File: src/rtl/exh_vector_sequencer.sv
// Exhaustive input-sweep sequencer: drives vectors 0..2^N_IN-1 into a benchmark, samples after a settle delay, streams records.
// Optional VSEQ_MISR_EN adds a 16-bit MISR signature over the accepted responses.
module exh_vector_sequencer #(
    parameter int N_IN       = 5,
    parameter int OUT_W      = 1,
    parameter int SETTLE_CYC = 1,
    parameter int SETTLE_W   = 4
) (
    input  logic             CK,
    input  logic             reset,
    input  logic             start,
    input  logic             abort,
    output logic [N_IN-1:0]  dut_in,
    input  logic [OUT_W-1:0] dut_out,
    output logic             rec_valid,
    input  logic             rec_ready,
    output logic [N_IN-1:0]  rec_vec,
    output logic [OUT_W-1:0] rec_resp,
    output logic             rec_last,
    output logic             busy,
    output logic             done
`ifdef VSEQ_MISR_EN
    ,
    output logic [15:0]      signature
`endif
);

    typedef enum logic [2:0] {
        IDLE,
        APPLY,
        SETTLE,
        EMIT,
        DONE
    } state_t;

    localparam logic [SETTLE_W-1:0] SETTLE_LOAD = SETTLE_W'(SETTLE_CYC - 1);
    localparam logic [N_IN:0]       LAST_VEC    = (N_IN + 1)'((1 << N_IN) - 1);

    state_t             state;
    state_t             state_next;
    logic [N_IN:0]      vec_cnt;
    logic [SETTLE_W-1:0] settle_cnt;
    logic               launch;
    logic               handshake;

    // start only launches from a resting state; abort outranks both start and the handshake
    assign launch    = start && !abort && (state == IDLE || state == DONE);
    assign handshake = (state == EMIT) && rec_ready && !abort;

    always_ff @(posedge CK) begin
        if (!reset) begin
            state <= IDLE;
        end else begin
            state <= state_next;
        end
    end

    always_comb begin
        state_next = state;
        if (abort) begin
            state_next = IDLE;
        end else begin
            case (state)
                IDLE, DONE: if (start) state_next = APPLY;
                APPLY:      state_next = SETTLE;
                SETTLE:     if (settle_cnt == '0) state_next = EMIT;
                EMIT:       if (rec_ready) state_next = rec_last ? DONE : APPLY;
                default:    state_next = IDLE;
            endcase
        end
    end

    always_comb begin
        rec_valid = (state == EMIT);
        busy      = (state == APPLY) || (state == SETTLE) || (state == EMIT);
        done      = (state == DONE);
    end

    always_ff @(posedge CK) begin
        if (!reset) begin
            dut_in     <= '0;
            rec_vec    <= '0;
            rec_resp   <= '0;
            rec_last   <= 1'b0;
            vec_cnt    <= '0;
            settle_cnt <= '0;
        end else if (abort) begin
            dut_in <= '0;
        end else begin
            case (state)
                IDLE, DONE: begin
                    if (start) vec_cnt <= '0;
                end
                APPLY: begin
                    dut_in     <= vec_cnt[N_IN-1:0];
                    settle_cnt <= SETTLE_LOAD;
                end
                SETTLE: begin
                    if (settle_cnt == '0) begin
                        rec_resp <= dut_out;
                        rec_vec  <= dut_in;
                        rec_last <= (vec_cnt == LAST_VEC);
                    end else begin
                        settle_cnt <= settle_cnt - SETTLE_W'(1);
                    end
                end
                EMIT: begin
                    if (rec_ready && !rec_last) vec_cnt <= vec_cnt + (N_IN + 1)'(1);
                end
                default: ;
            endcase
        end
    end

`ifdef VSEQ_MISR_EN
    // x^16+x^12+x^3+x+1: shift left, fold taps 0x100B on msb, xor in the response
    always_ff @(posedge CK) begin
        if (!reset) begin
            signature <= 16'hFFFF;
        end else if (launch) begin
            signature <= 16'hFFFF;
        end else if (handshake) begin
            signature <= {signature[14:0], 1'b0}
                       ^ (signature[15] ? 16'h100B : 16'h0000)
                       ^ 16'(rec_resp);
        end
    end
`else
    logic unused_ctl;
    assign unused_ctl = launch ^ handshake;
`endif

endmodule

File: config.mk
export PLATFORM = sky130hd
export DESIGN_NAME = exh_vector_sequencer
export DESIGN_NICKNAME = d
export VERILOG_FILES = /design/src/rtl/exh_vector_sequencer.sv
export SDC_FILE = /design/constraint.sdc
export NUM_CORES = 1
export LEC_CHECK = 0
export BUFFER_PORTS_ARGS = -buffer_cell sky130_fd_sc_hd__clkbuf_2
export CAP_MARGIN = 20
export CORE_MARGIN = 1.5
export CORE_UTILIZATION = 57
export CTS_CLUSTER_SIZE = 40
export DETAILED_ROUTE_END_ITERATION = 10
export PLACE_DENSITY = 0.79
export SKIP_CTS_REPAIR_TIMING = 1
export SLEW_MARGIN = 20
export SYNTH_ARGS = -nofsm -noshare
export SYNTH_HDL_FRONTEND = slang
export SYNTH_SLANG_ARGS = --single-unit
File: constraint.sdc
create_clock -name CK -period 5.6 [get_ports CK]
set_input_delay 0 -clock CK [delete_from_list [all_inputs] [get_ports CK]]
set_output_delay 0 -clock CK [all_outputs]
set_load 0.01 [all_outputs]
# == Word level (Yosys, flattened, before mapping) ==
# Cells that the tools add are included.
# classes
add_sub_neg,2
n_eq_ne,10
muxes,10
n_bitwise,2
reduce_logical,14
# ops
op,count
$mux 3,4
$mux 6,2
$pmux 3 s4,1
$pmux 6 s2,1
$reduce_and 3->1,3
$pmux 4 s2,1
$add 6x1->6 const B,1
$eq 3x2->1 const B,2
$eq 6x5->1 const B,1
$ne 2x2->1 const B,3
$logic_not 4->1,1
$mux 4,1
$ne 2x1->1 const B,2
$reduce_and 4->1,1
$reduce_bool 2->1,2
$reduce_or 2->1,2
$sub 4x1->4 const B,1
$eq 3x1->1 const B,1
$eq 3x3->1 const B,1
$logic_not 3->1,1
$logic_or 1x1->1,2
$not 1->1,2
$logic_and 1x1->1,1
$logic_not 1->1,1
# totals
register_bits,25
elab_cells,45

# == Longest topological paths before layout ==
# Gate-level depths: netlist (run 1).
# depth
word_depth,4
mapped_depth,7
ltp_nobuf,6

# == Least setup slack after synthesis (run 1) ==
# No wires, ideal clock.
# synth_timing
kind,register to register
start,reg settle_cnt[0]
end,reg rec_last
t_arrival_ps,1915
required_ps,5530
path_slack_ps,3615
stages_incl_launch_ff,8
path_buffers,1
path_cell_list,dfxtp_1 -> inv_1 -> ha_1 -> nor3b_2 -> or4b_1 -> buf_6 -> or4_1 -> a21oi_1
# synth_between
elab_chain_len,2
# synth_rtl
item,line,source
from (decl),42,logic [SETTLE_W-1:0] settle_cnt;
from (signal assigned),104,settle_cnt <= settle_cnt - SETTLE_W'(1);
$logic_not 4->1,99,if (settle_cnt == '0) begin
$reduce_and 3->1 (no source line),--,
to (signal assigned),102,rec_last <= (vec_cnt == LAST_VEC);
to (decl),19,"output logic rec_last,"
# Every way passes these cells.
# A chain may end at the register's enable or synchronous reset.

# == Worst setup path after layout (run 1) ==
# Ends and elaborated chain as after synthesis.

==> results of run 1 <==
[registers in the layout (all words and copies together) (netlist names)]
| signal | cells |
|---|---|
| dut_in | 5 |
| rec_last | 1 |
| rec_resp | 1 |
| rec_vec | 5 |
| settle_cnt | 4 |
| state | 3 |
| vec_cnt | 6 |
[logic make-up (layout without fill, tap and decap cells)]
group / after synthesis / count (layout) / share of synthesized area, %
and+or+nand+nor: 59 / 59 / 26.1
buffers and inverters: 12 / 34 / 5.37
adders and majority gates: 2 / 2 / 2.19
DFF: 25 / 25 / 43.9
AOI/OAI and AO/OA: 17 / 17 / 11.0
muxes: 13 / 13 / 11.5
[per-stage QoR]
step | setup WS (ns) | std cells | area [um2] | power [mW] | util, %
floorplan | 3.61 | 128 | 1140 | 0.193 | -
global placement | 3.45 | 170 | 1240 | 0.197 | 64.5
detailed placement | 3.38 | 170 | 1240 | 0.197 | 64.5
CTS | 3.33 | 174 | 1270 | 0.278 | 66.1
global route | 3.19 | 177 | 1300 | 0.289 | 67.6
finish | 3.33 | 177 | 1300 | 0.278 | 67.6
[synth_stat cells]
cell / number / share of area [%]
sky130_fd_sc_hd__o311a_2: 1 / 0.99
sky130_fd_sc_hd__a21oi_1: 6 / 2.6
sky130_fd_sc_hd__nand2_1: 11 / 3.6
sky130_fd_sc_hd__inv_1: 7 / 2.3
sky130_fd_sc_hd__or2_2: 2 / 1.1
sky130_fd_sc_hd__mux2i_1: 12 / 11
sky130_fd_sc_hd__a221o_2: 1 / 0.99
sky130_fd_sc_hd__and2b_1: 1 / 0.66
sky130_fd_sc_hd__o221a_2: 2 / 2.0
sky130_fd_sc_hd__clkbuf_1: 2 / 0.66
sky130_fd_sc_hd__a221o_1: 1 / 0.88
sky130_fd_sc_hd__nor4_1: 2 / 1.1
sky130_fd_sc_hd__nand3_1: 7 / 3.1
sky130_fd_sc_hd__nor3b_2: 1 / 1.1
sky130_fd_sc_hd__or4b_1: 1 / 0.88
sky130_fd_sc_hd__nand2b_1: 4 / 2.2
sky130_fd_sc_hd__a22o_1: 1 / 0.77
sky130_fd_sc_hd__mux2_2: 1 / 0.99
sky130_fd_sc_hd__or4_1: 1 / 0.66
sky130_fd_sc_hd__and3b_1: 2 / 1.5
sky130_fd_sc_hd__dfxtp_1: 25 / 44
sky130_fd_sc_hd__ha_1: 2 / 2.2
sky130_fd_sc_hd__buf_6: 1 / 0.99
sky130_fd_sc_hd__nor4b_1: 1 / 0.77
sky130_fd_sc_hd__and2_1: 2 / 1.1
sky130_fd_sc_hd__a31oi_1: 2 / 1.1
sky130_fd_sc_hd__nor2_1: 22 / 7.2
sky130_fd_sc_hd__buf_4: 1 / 0.66
sky130_fd_sc_hd__or3_1: 1 / 0.55
sky130_fd_sc_hd__o31a_1: 1 / 0.77
sky130_fd_sc_hd__dlygate4sd1_1: 1 / 0.77
sky130_fd_sc_hd__o21ai_0: 2 / 0.88
sky130_fd_sc_hd__nor2b_1: 1 / 0.55
[per-layer routing]
metal	up-vias	part of all wire [%]	GRT usage, %
li1	488	-	-
met1	462	50	32.1
met2	25	43	30.9
met3	5	5.5	4.53
met4	0	2.0	11.4
met5	-	0	0
[placed cells by master (no fill, tap or decap), drive strengths merged, types with 2 or more instances in the layout]
master | Yosys | layout
nor4 | 2 | 2
clkbuf | 2 | 23
o21ai | 2 | 2
nor2 | 22 | 22
or2 | 2 | 2
inv | 7 | 7
nand2b | 4 | 4
dfxtp | 25 | 25
dlygate4sd3 | 0 | 3
nand2 | 11 | 11
ha | 2 | 2
o221a | 2 | 2
and2 | 2 | 2
nand3 | 7 | 7
mux2i | 12 | 12
and3b | 2 | 2
a221o | 2 | 2
a31oi | 2 | 2
a21oi | 6 | 6
[worst max-delay path by stage]
stage	from	slack (ns)	cells after the start	endpoint
CTS	settle_cnt[0]	3.33	6	rec_last
finish	settle_cnt[0]	3.33	6	rec_last
global placement	settle_cnt[0]	3.45	6	rec_last
global route	settle_cnt[0]	3.19	6	rec_last
floorplan	settle_cnt[0]	3.61	7	rec_last
detailed placement	settle_cnt[0]	3.38	6	rec_last
[cell type report]
class / instances / area, um2 / area share (%)
well taps: 27 / 33.8 / 2.60
multi-input cells: 91 / 579 / 44.6
flip-flops and latches: 25 / 500 / 38.5
clock inverters: 1 / 7.51 / 0.577
clock buffers: 3 / 22.5 / 1.73
repair buffers: 23 / 130 / 10.0
inverters: 7 / 26.3 / 2.02
[worst register-to-register path: stages, from the launching register on]
cell and delay, ns:
sky130_fd_sc_hd__dfxtp_1 0.36, sky130_fd_sc_hd__inv_1 0.06, sky130_fd_sc_hd__ha_1 0.16, sky130_fd_sc_hd__nor3b_2 0.24
sky130_fd_sc_hd__or4b_1 0.69, sky130_fd_sc_hd__or4_1 0.54, sky130_fd_sc_hd__a21oi_1 0.15
[power by group]
part | switching (mW) | internal (mW) | total [mW]
logic | 0.00937 | 0.00606 | 0.0154
registers | 0.00105 | 0.178 | 0.179
clock network | 0.0558 | 0.0274 | 0.0832
total | 0.0662 | 0.212 | 0.278
==> flow_summary.rst, run 1 <==
.. list-table::
   :header-rows: 1

   * - Metric
     - Value
   * - Syn nets
     - 136
   * - Root cell of the clock tree
     - sky130_fd_sc_hd__clkbuf_4
   * - Overall Global Routing Usage
     - 22.2%
   * - Post-DP HPWL
     - 1.60 mm
   * - Final hold viol count
     - 1
   * - HP Start
     - rec_ready
   * - Final period utilization
     - 40.6%
   * - Vias in the first global route
     - 772
   * - Worst skew pair latency
     - 0.33 ns
   * - Number of DRC violations after detailed routing
     - 0
   * - Count of nets left with antenna violations after detail routing
     - 0
   * - Drt first-iter violations
     - 23
   * - Unrepaired setup endpoints after global routing
     - no
   * - Setup total negative slack
     - 0 ns
   * - H-tree depth
     - 1
   * - Failing checks
     - hold timing
   * - Final hold slack
     - -0.00948 ns
   * - Die extent in x
     - 47.7 um
   * - Fmax
     - 440 MHz
   * - CP arrival
     - 2.54 ns
   * - TritonCTS clock tree
     - yes
   * - Cell breakdown of the critical path
     - inv_1 > ha_1 > nor3b_2 > or4b_1 > or4_1 > a21oi_1
   * - Power density of the placed cells
     - 214 nW/um2
   * - Number of synthesized register bits
     - 25
   * - Maximum vdd ir drop
     - 0.000179 V
   * - Worst Tran Pin Value
     - 0.863 ns
   * - Number of cell instances on the worst register-to-register path
     - 6
   * - Count of pins over their slew limit
     - 0
   * - Worst Path Class, Setup
     - register to register
   * - Start of the worst register-to-register path
     - settle_cnt[0]
   * - Buffer depth of the longest clock path
     - 2
   * - Yosys warns
     - 0
   * - Syn Inst Count
     - 128
   * - CTS clk-pin slew, worst paths
     - 0.13 ns
   * - Library cells used by synthesis
     - 33
   * - Fraction of the yosys area taken by sequential cells
     - 43.9%
   * - Starting Density
     - 59.4%
   * - Worst R2R Setup Slack
     - 3.33 ns
   * - Filler cells
     - 175
   * - Global-route wire length before repair
     - 3.46 mm
   * - Cell family contributing the most delay on the critical path
     - simple AND/OR/NAND/NOR gates
   * - Initial antenna violation count
     - 0
   * - Synthesized cell area
     - 1140 um2
   * - GPL Wtd Cong
     - 0.830
   * - Antenna diode count
     - 0
   * - Relative area change from synthesis to final layout
     - 13.9%
   * - Net total in the final layout
     - 159
   * - Shortest clock period the worst path allows after layout
     - 2.27 ns
   * - Inserted Clock Buffers
     - 3
   * - Count of vias placed by the detailed router
     - 980
   * - Delay of the slowest cell on the worst path
     - 0.69 ns
   * - Total clock sinks
     - 25
   * - Number of violations of the max-capacitance limit
     - 0
   * - Data required, critical path
     - 5.86 ns
   * - Via-to-Cell Ratio
     - 5.54
   * - Reported leakage power
     - 0.561 nW
   * - # IOs
     - 21
   * - Largest net degree at the start of global routing
     - 16
   * - Instance count along the most critical hold path
     - 4
   * - Startpoint kind of the worst setup timing path
     - register
   * - Cell type of the slowest stage on the worst timing path
     - sky130_fd_sc_hd__or4b_1
   * - Core region area
     - 1920 um2
   * - Peak fanout along the critical path
     - 8
   * - Terminus of the critical flop-to-flop path
     - rec_last
   * - Hold Path Class
     - input port to register
   * - Final routed wire length divided by cell count
     - 12.4 um
   * - Overall die area
     - 2280 um2
   * - Number of buffers inserted by port buffering
     - 20
   * - Worst Clk Skew
     - 0.00338 ns
   * - Bufs and invs on worst path
     - 1
   * - Avg Synthesized Cell Area
     - 8.91 um2
   * - Chip height
     - 47.7 um
   * - Detailed-route wire length
     - 2.19 mm
   * - Relative max-transition margin
     - 42.0%
   * - Setup violations, final
     - 0
   * - Nature of the critical path endpoint
     - register
   * - Core Rows
     - 16
   * - Worst-case hold path end point
     - state[1]
   * - Outcome
     - finished, violations left
   * - Number of search-and-repair iterations in the first detailed-routing pass
     - 4
   * - Overflow left after global routing
     - 0
   * - Share of cells above drive strength 1
     - 21.3%
Power figures use the tool's default switching activity.
==> inputs of run 2 (changes only) <==
Settings changed: CORE_UTILIZATION 57 to 53, PLACE_DENSITY 0.79 to 0.75.
Clock period 5.6 ns to 2.34 ns, I/O delays scaled along.
==> run 2 against run 1 <==
The flow still finishes with violations (hold timing). Highest routed layer unchanged. Critical path depth stayed put. Clock skew hardly changed. Power is 140% higher.
==> flow_summary.rst, run 2 (synthesized netlist as in run 1, its figures left out) <==
.. list-table::
   :header-rows: 1

   * - Metric
     - Value
   * - Cell breakdown of the critical path
     - inv_1 > ha_1 > nor3b_2 > or4b_1 > or4_1 > a21oi_1 (unchanged)
   * - Relative max-transition margin
     - 58.7% (was 42.0%)
   * - Startpoint kind of the worst setup timing path
     - register (unchanged)
   * - Buffer depth of the longest clock path
     - 2 (unchanged)
   * - Placement Cell Area
     - 1250 um2 (was 1240 um2)
   * - Drt first-iter violations
     - 15 (was 23)
   * - Worst R2R Setup Slack
     - 0.34 ns (was 3.33 ns)
   * - CP arrival
     - 2.27 ns (was 2.54 ns)
   * - Worst Clk Skew
     - 0.00312 ns (was 0.00338 ns)
   * - Worst skew pair latency
     - 0.32 ns (was 0.33 ns)
   * - GPL Wtd Cong
     - 0.800 (was 0.830)
   * - Root cell of the clock tree
     - sky130_fd_sc_hd__clkbuf_4 (unchanged)
   * - Vias in the first global route
     - 929 (was 772)
   * - Setup total negative slack
     - 0 ns (unchanged)
   * - Number of buffers inserted by port buffering
     - 20 (unchanged)
   * - Chip height
     - 49.4 um (was 47.7 um)
   * - Cell Count Post-Placement
     - 172 (was 170)
   * - Delay of the slowest cell on the worst path
     - 0.49 ns (was 0.69 ns)
   * - Final hold viol count
     - 1 (unchanged)
   * - Power density of the placed cells
     - 503 nW/um2 (was 214 nW/um2)
   * - GR peak layer
     - met2 (was met1)
   * - Core region area
     - 2000 um2 (was 1920 um2)
   * - Worst Path Class, Setup
     - register to register (unchanged)
   * - Count of nets left with antenna violations after detail routing
     - 0 (unchanged)
   * - Final period utilization
     - 85.5% (was 40.6%)
   * - Final hold slack
     - -0.0121 ns (was -0.00948 ns)
   * - Met2 Track Usage GR
     - 33.6% (was 30.9%)
   * - Count of non-filler cells in the finished layout
     - 179 (was 177)
   * - Post-DP HPWL
     - 1.56 mm (was 1.60 mm)
   * - Die extent in x
     - 49.4 um (was 47.7 um)
   * - Antenna diode count
     - 0 (unchanged)
   * - Clk pwr share
     - 29.4% (was 29.9%)
   * - Global routing usage on met3
     - 3.68% (was 4.53%)
   * - Combinational fraction of design power
     - 5.5% (about the same)
   * - TritonCTS clock tree
     - yes (unchanged)
   * - Switching part of the total power
     - 23.3% (was 23.8%)
   * - Number of search-and-repair iterations in the first detailed-routing pass
     - 4 (unchanged)
   * - Design internal power
     - 506 uW (was 212 uW)
   * - Outcome
     - finished, violations left (unchanged)
   * - Via-to-Cell Ratio
     - 5.33 (was 5.54)
   * - Overall power after layout
     - 660 uW (was 278 uW)
   * - Largest net degree at the start of global routing
     - 15 (was 16)
   * - Starting Density
     - 57.0% (was 59.4%)
   * - Net total in the final layout
     - 161 (was 159)
   * - Final design utilization
     - 65.6% (was 67.6%)
   * - Count of pins over their slew limit
     - 0 (unchanged)
   * - Global-route wire length before repair
     - 3.83 mm (was 3.46 mm)
   * - Inserted Clock Buffers
     - 3 (unchanged)
   * - Net Switching
     - 154 uW (was 66.2 uW)
   * - Portion of total power attributed to sequential cells
     - 65.1% (was 64.5%)
   * - Post-place setup slack
     - 0.384 ns (was 3.38 ns)
   * - Peak fanout along the critical path
     - 4 (was 8)
   * - Leading cell type in the layout, fill and taps excluded
     - sky130_fd_sc_hd__dfxtp_1 (unchanged)
   * - Maximum vdd ir drop
     - 0.000401 V (was 0.000179 V)
   * - Failing checks
     - hold timing (unchanged)
   * - Reported leakage power
     - 0.575 nW (was 0.561 nW)
   * - H-tree depth
     - 1 (unchanged)
   * - Register containing the most flip-flops in the final layout
     - vec_cnt (unchanged)
   * - Fmax
     - 500 MHz (was 440 MHz)
   * - Final std cell area, no fill
     - 1310 um2 (was 1300 um2)
   * - Cell type of the slowest stage on the worst timing path
     - sky130_fd_sc_hd__or4b_1 (unchanged)
   * - Relative area change from synthesis to final layout
     - 15.0% (was 13.9%)
   * - # IOs
     - 21 (unchanged)
   * - Met1 track demand over resource
     - 25.2% (was 32.1%)
   * - Share of cells above drive strength 1
     - 22.4% (was 21.3%)
   * - Hold Path Class
     - input port to register (unchanged)
   * - Nature of the critical path endpoint
     - register (unchanged)
   * - Final routed wire length divided by cell count
     - 12.0 um (was 12.4 um)
   * - Shortest clock period the worst path allows after layout
     - 2.00 ns (was 2.27 ns)
   * - Number of violations of the max-capacitance limit
     - 0 (unchanged)
   * - Worst Setup Slack, final
     - 0.339 ns (was 3.33 ns)
   * - Initial antenna violation count
     - 0 (unchanged)
   * - Count of vias placed by the detailed router
     - 954 (was 980)
   * - Commonest cells after routing, fill and taps aside
     - 25 x sky130_fd_sc_hd__dfxtp_1, 22 x sky130_fd_sc_hd__nor2_1, 20 x sky130_fd_sc_hd__clkbuf_2 (unchanged)
   * - Data required, critical path
     - 2.60 ns (was 5.86 ns)
   * - Total clock sinks
     - 25 (unchanged)
   * - Flip-flop count of the largest register, all copies and words added
     - 6 (unchanged)
   * - CTS clk-pin slew, worst paths
     - 0.13 ns (about the same)
   * - Overall die area
     - 2440 um2 (was 2280 um2)
   * - Detailed-route wire length
     - 2.15 mm (was 2.19 mm)
   * - Core Rows
     - 16 (unchanged)
   * - Registers with the most flip-flops
     - vec_cnt x6, dut_in x5, rec_vec x5 (unchanged)
   * - Unrepaired setup endpoints after global routing
     - no (unchanged)
   * - Overall Global Routing Usage
     - 20.0% (was 22.2%)
   * - Filler cells
     - 180 (was 175)
   * - Overflow left after global routing
     - 0 (unchanged)
   * - Setup violations, final
     - 0 (unchanged)
   * - Number of DRC violations after detailed routing
     - 0 (unchanged)
   * - Worst Tran Pin Value
     - 0.616 ns (was 0.863 ns)
run 2: changes by cell type in the layout (fill, tap and decap cells not counted):
cell / before / now
sky130_fd_sc_hd__buf_4: 0 / 2
sky130_fd_sc_hd__clkinvlp_4: 1 / 0
sky130_fd_sc_hd__clkinv_2: 0 / 1
run 2: area by class of cell:
| class | count | area [um2] | share of cell area, % |
|---|---|---|---|
| Tap cell | 27 | 33.8 | 2.57 |
| Clock inverter | 1 | 5.00 | 0.381 |
| Timing Repair Buffer | 25 | 145 | 11.1 |
| Sequential cell | 25 | 500 | 38.1 |
| Multi-Input combinational cell | 91 | 579 | 44.1 |
| Inverter | 7 | 26.3 | 2.00 |
| Clock buffer | 3 | 22.5 | 1.72 |
run 2: final timing paths:
kind / start / to / depth (start not counted)
worst max-delay path: settle_cnt[0] / rec_last / 6
worst max register to register: settle_cnt[0] / rec_last / 6
worst min register to register: rec_last / rec_last / 2
worst min-delay path: rec_ready / state[1] / 4
run 2: critical path: cells and delay by family (launching register included):
family,cells,cell delay [ns]
compound gates,1,0.14
buf+inv,1,0.06
flops,1,0.36
simple gates,3,1.21
fa+ha+maj,1,0.15
run 2: metal layers:
| layer | share of wire (%) | vias up |
|---|---|---|
| li1 | - | 496 |
| met1 | 44 | 440 |
| met2 | 51 | 15 |
| met3 | 3.4 | 3 |
| met4 | 1.4 | 0 |
| met5 | 0 | - |
run 2: power groups by stage:
stage / Clock (mW) / Sequential, mW / Combinational, mW
after floorplan: 0 / 0.437 / 0.0238
after global placement: 0 / 0.439 / 0.0323
after detailed placement: 0 / 0.439 / 0.0326
after CTS: 0.204 / 0.430 / 0.0326
after global routing: 0.220 / 0.430 / 0.0408
final: 0.194 / 0.429 / 0.0366
==> inputs of run 3 (changes only) <==
Settings changed: BUFFER_PORTS_ARGS -buffer_cell sky130_fd_sc_hd__clkbuf_2 to not set, CAP_MARGIN 20 to 25, CORE_UTILIZATION 53 to 60, DONT_BUFFER_PORTS set to 1, PLACE_DENSITY 0.75 to 0.74.
Clock period 2.34 ns to 2.3 ns, I/O delays scaled along.
==> run 3 against run 2 <==
The flow now finishes without violations. Design area decreased by 6.4%. Flip-flop and latch count unchanged. Clock skew decreased by 0.0016 ns. Non-clock buffer count decreased by 18. Register-to-register slack got worse by 0.02 ns. Largest power group unchanged. Highest routed layer unchanged.
==> flow_summary.rst, run 3 (synthesized netlist as in run 1, its figures left out) <==
.. list-table::
   :header-rows: 1

   * - Metric
     - Value
   * - Count of non-filler cells in the finished layout
     - 159 (was 179)
   * - Fmax
     - 504 MHz (was 500 MHz)
   * - Final routed wire length divided by cell count
     - 14.2 um (was 12.0 um)
   * - Cell breakdown of the critical path
     - inv_1 > ha_1 > nor3b_2 > or4b_1 > or4_1 > a21oi_1 (unchanged)
   * - Number of violations of the max-capacitance limit
     - 0 (unchanged)
   * - Via-to-Cell Ratio
     - 5.81 (was 5.33)
   * - Leading cell type in the layout, fill and taps excluded
     - sky130_fd_sc_hd__dfxtp_1 (unchanged)
   * - Core region area
     - 1760 um2 (was 2000 um2)
   * - Overall die area
     - 2170 um2 (was 2440 um2)
   * - Number of search-and-repair iterations in the first detailed-routing pass
     - 4 (unchanged)
   * - TritonCTS clock tree
     - yes (unchanged)
   * - Root cell of the clock tree
     - sky130_fd_sc_hd__clkbuf_4 (unchanged)
   * - Peak fanout along the critical path
     - 4 (unchanged)
   * - Buffer depth of the longest clock path
     - 2 (unchanged)
   * - Data required, critical path
     - 2.54 ns (was 2.60 ns)
   * - Commonest cells after routing, fill and taps aside
     - 25 x sky130_fd_sc_hd__dfxtp_1, 22 x sky130_fd_sc_hd__nor2_1, 12 x sky130_fd_sc_hd__mux2i_1 (was 25 x sky130_fd_sc_hd__dfxtp_1, 22 x sky130_fd_sc_hd__nor2_1, 20 x sky130_fd_sc_hd__clkbuf_2)
   * - Maximum vdd ir drop
     - 0.000300 V (was 0.000401 V)
   * - Count of pins over their slew limit
     - 0 (unchanged)
   * - Startpoint kind of the worst setup timing path
     - register (unchanged)
   * - Final period utilization
     - 86.3% (was 85.5%)
   * - Outcome
     - completed (was finished, violations left)
   * - Drt first-iter violations
     - 18 (was 15)
   * - Starting Density
     - 64.7% (was 57.0%)
   * - Worst skew pair latency
     - 0.30 ns (was 0.32 ns)
   * - Delay of the slowest cell on the worst path
     - 0.48 ns (was 0.49 ns)
   * - Detailed-route wire length
     - 2.26 mm (was 2.15 mm)
   * - Nature of the critical path endpoint
     - register (unchanged)
   * - Final hold viol count
     - 0 (was 1)
   * - CP arrival
     - 2.23 ns (was 2.27 ns)
   * - Total clock sinks
     - 25 (unchanged)
   * - Core Rows
     - 15 (was 16)
   * - Final std cell area, no fill
     - 1230 um2 (was 1310 um2)
   * - Worst Tran Pin Value
     - 0.658 ns (was 0.616 ns)
   * - Cell type of the slowest stage on the worst timing path
     - sky130_fd_sc_hd__or4_1 (was sky130_fd_sc_hd__or4b_1)
   * - Unrepaired setup endpoints after global routing
     - no (unchanged)
   * - Flip-flop count of the largest register, all copies and words added
     - 6 (unchanged)
   * - Bufs and invs on worst path
     - 1 (unchanged)
   * - Overall Global Routing Usage
     - 22.3% (was 20.0%)
   * - Overflow left after global routing
     - 0 (unchanged)
   * - Count of vias placed by the detailed router
     - 924 (was 954)
   * - Number of buffers inserted by port buffering
     - 0 (was 20)
   * - Largest net degree at the start of global routing
     - 14 (was 15)
   * - Cell Count Post-Placement
     - 150 (was 172)
   * - Antenna diode count
     - 0 (unchanged)
   * - Die extent in x
     - 46.6 um (was 49.4 um)
   * - GPL Wtd Cong
     - 0.767 (was 0.800)
   * - Relative max-transition margin
     - 55.9% (was 58.7%)
   * - Initial antenna violation count
     - 0 (unchanged)
   * - Register containing the most flip-flops in the final layout
     - vec_cnt (unchanged)
   * - Filler cells
     - 156 (was 180)
   * - Post-place setup slack
     - 0.332 ns (was 0.384 ns)
   * - Final design utilization
     - 69.6% (was 65.6%)
   * - # IOs
     - 21 (unchanged)
   * - Registers with the most flip-flops
     - vec_cnt x6, dut_in x5, rec_vec x5 (unchanged)
   * - Reported leakage power
     - 0.490 nW (was 0.575 nW)
   * - Post-DP HPWL
     - 1.62 mm (was 1.56 mm)
   * - Setup violations, final
     - 0 (unchanged)
   * - Placement Cell Area
     - 1150 um2 (was 1250 um2)
   * - Share of cells above drive strength 1
     - 9.70% (was 22.4%)
   * - Count of nets left with antenna violations after detail routing
     - 0 (unchanged)
   * - Number of DRC violations after detailed routing
     - 0 (unchanged)
   * - Worst Path Class, Setup
     - register to register (unchanged)
   * - Net total in the final layout
     - 143 (was 161)
   * - H-tree depth
     - 1 (unchanged)
   * - Cell family contributing the most delay on the critical path
     - simple AND/OR/NAND/NOR gates (unchanged)
   * - Power density of the placed cells
     - 534 nW/um2 (was 503 nW/um2)
   * - Worst Clk Skew
     - 0.00156 ns (was 0.00312 ns)
   * - Worst Setup Slack, final
     - 0.315 ns (was 0.339 ns)
   * - Setup total negative slack
     - 0 ns (unchanged)
   * - Hold Path Class
     - input port to register (unchanged)
   * - Vias in the first global route
     - 809 (was 929)
   * - Shortest clock period the worst path allows after layout
     - 1.99 ns (was 2.00 ns)
   * - Relative area change from synthesis to final layout
     - 7.68% (was 15.0%)
   * - CTS clk-pin slew, worst paths
     - 0.12 ns (was 0.13 ns)
   * - Inserted Clock Buffers
     - 3 (unchanged)
   * - Chip height
     - 46.6 um (was 49.4 um)
   * - Global-route wire length before repair
     - 3.46 mm (was 3.83 mm)
-- run 3: changes by cell type in the layout (fill, tap and decap cells not counted), sizes merged --
cell | previous run | this run
clkinv | 1 | 0
clkbuf | 23 | 4
dlygate4sd3 | 3 | 5
-- run 3: power breakdown --
group / total [mW] / switching (mW) / internal, mW / leakage, nW
Clock: 0.185 / 0.117 / 0.0676 / 0.0150
Sequential: 0.437 / 0.00279 / 0.434 / 0.201
Combinational: 0.0337 / 0.0201 / 0.0136 / 0.274
Total: 0.656 / 0.140 / 0.516 / 0.490
-- run 3: cell type report --
cell class              instances  area [um2]  share of cell area (%)
clock buffers                   4        26.3                    2.14
multi-input cells              91         579                    47.1
flip-flops and latches         25         500                    40.7
repair buffers                  7        65.1                    5.30
inverters                       7        26.3                    2.14
well taps                      25        31.3                    2.55
-- run 3: worst reg2reg max path: stages (launching register included) --
cell	delay, ns
sky130_fd_sc_hd__dfxtp_1	0.36
sky130_fd_sc_hd__inv_1	0.06
sky130_fd_sc_hd__ha_1	0.16
sky130_fd_sc_hd__nor3b_2	0.25
sky130_fd_sc_hd__or4b_1	0.47
sky130_fd_sc_hd__or4_1	0.48
sky130_fd_sc_hd__a21oi_1	0.15
-- run 3: routing by layer --
layer,routed length (um),up-vias,global-route usage [%]
met4,14,0,5.00
li1,-,455,-
met3,167,2,4.71
met2,1060,32,36.9
met5,0,-,0
met1,1020,435,29.7
-- run 3: worst paths after layout --
kind | from | endpoint | slack (ns) | depth (start not counted)
worst min register to register | vec_cnt[5] | vec_cnt[5] | 0.51 | 2
worst max register to register | settle_cnt[0] | rec_last | 0.31 | 6
worst min-delay path | rec_ready | state[2] | 0.01 | 4
worst max-delay path | settle_cnt[0] | rec_last | 0.31 | 6
-- run 3: stage by stage --
stage	total power, mW	hold slack [ns]
6_report	0.656	0.00991
5_1_grt	0.687	0.0102
4_1_cts	0.656	-0.193
3_5_place_dp	0.473	0.149
3_3_place_gp	0.472	0.148
2_1_floorplan	0.469	0.136
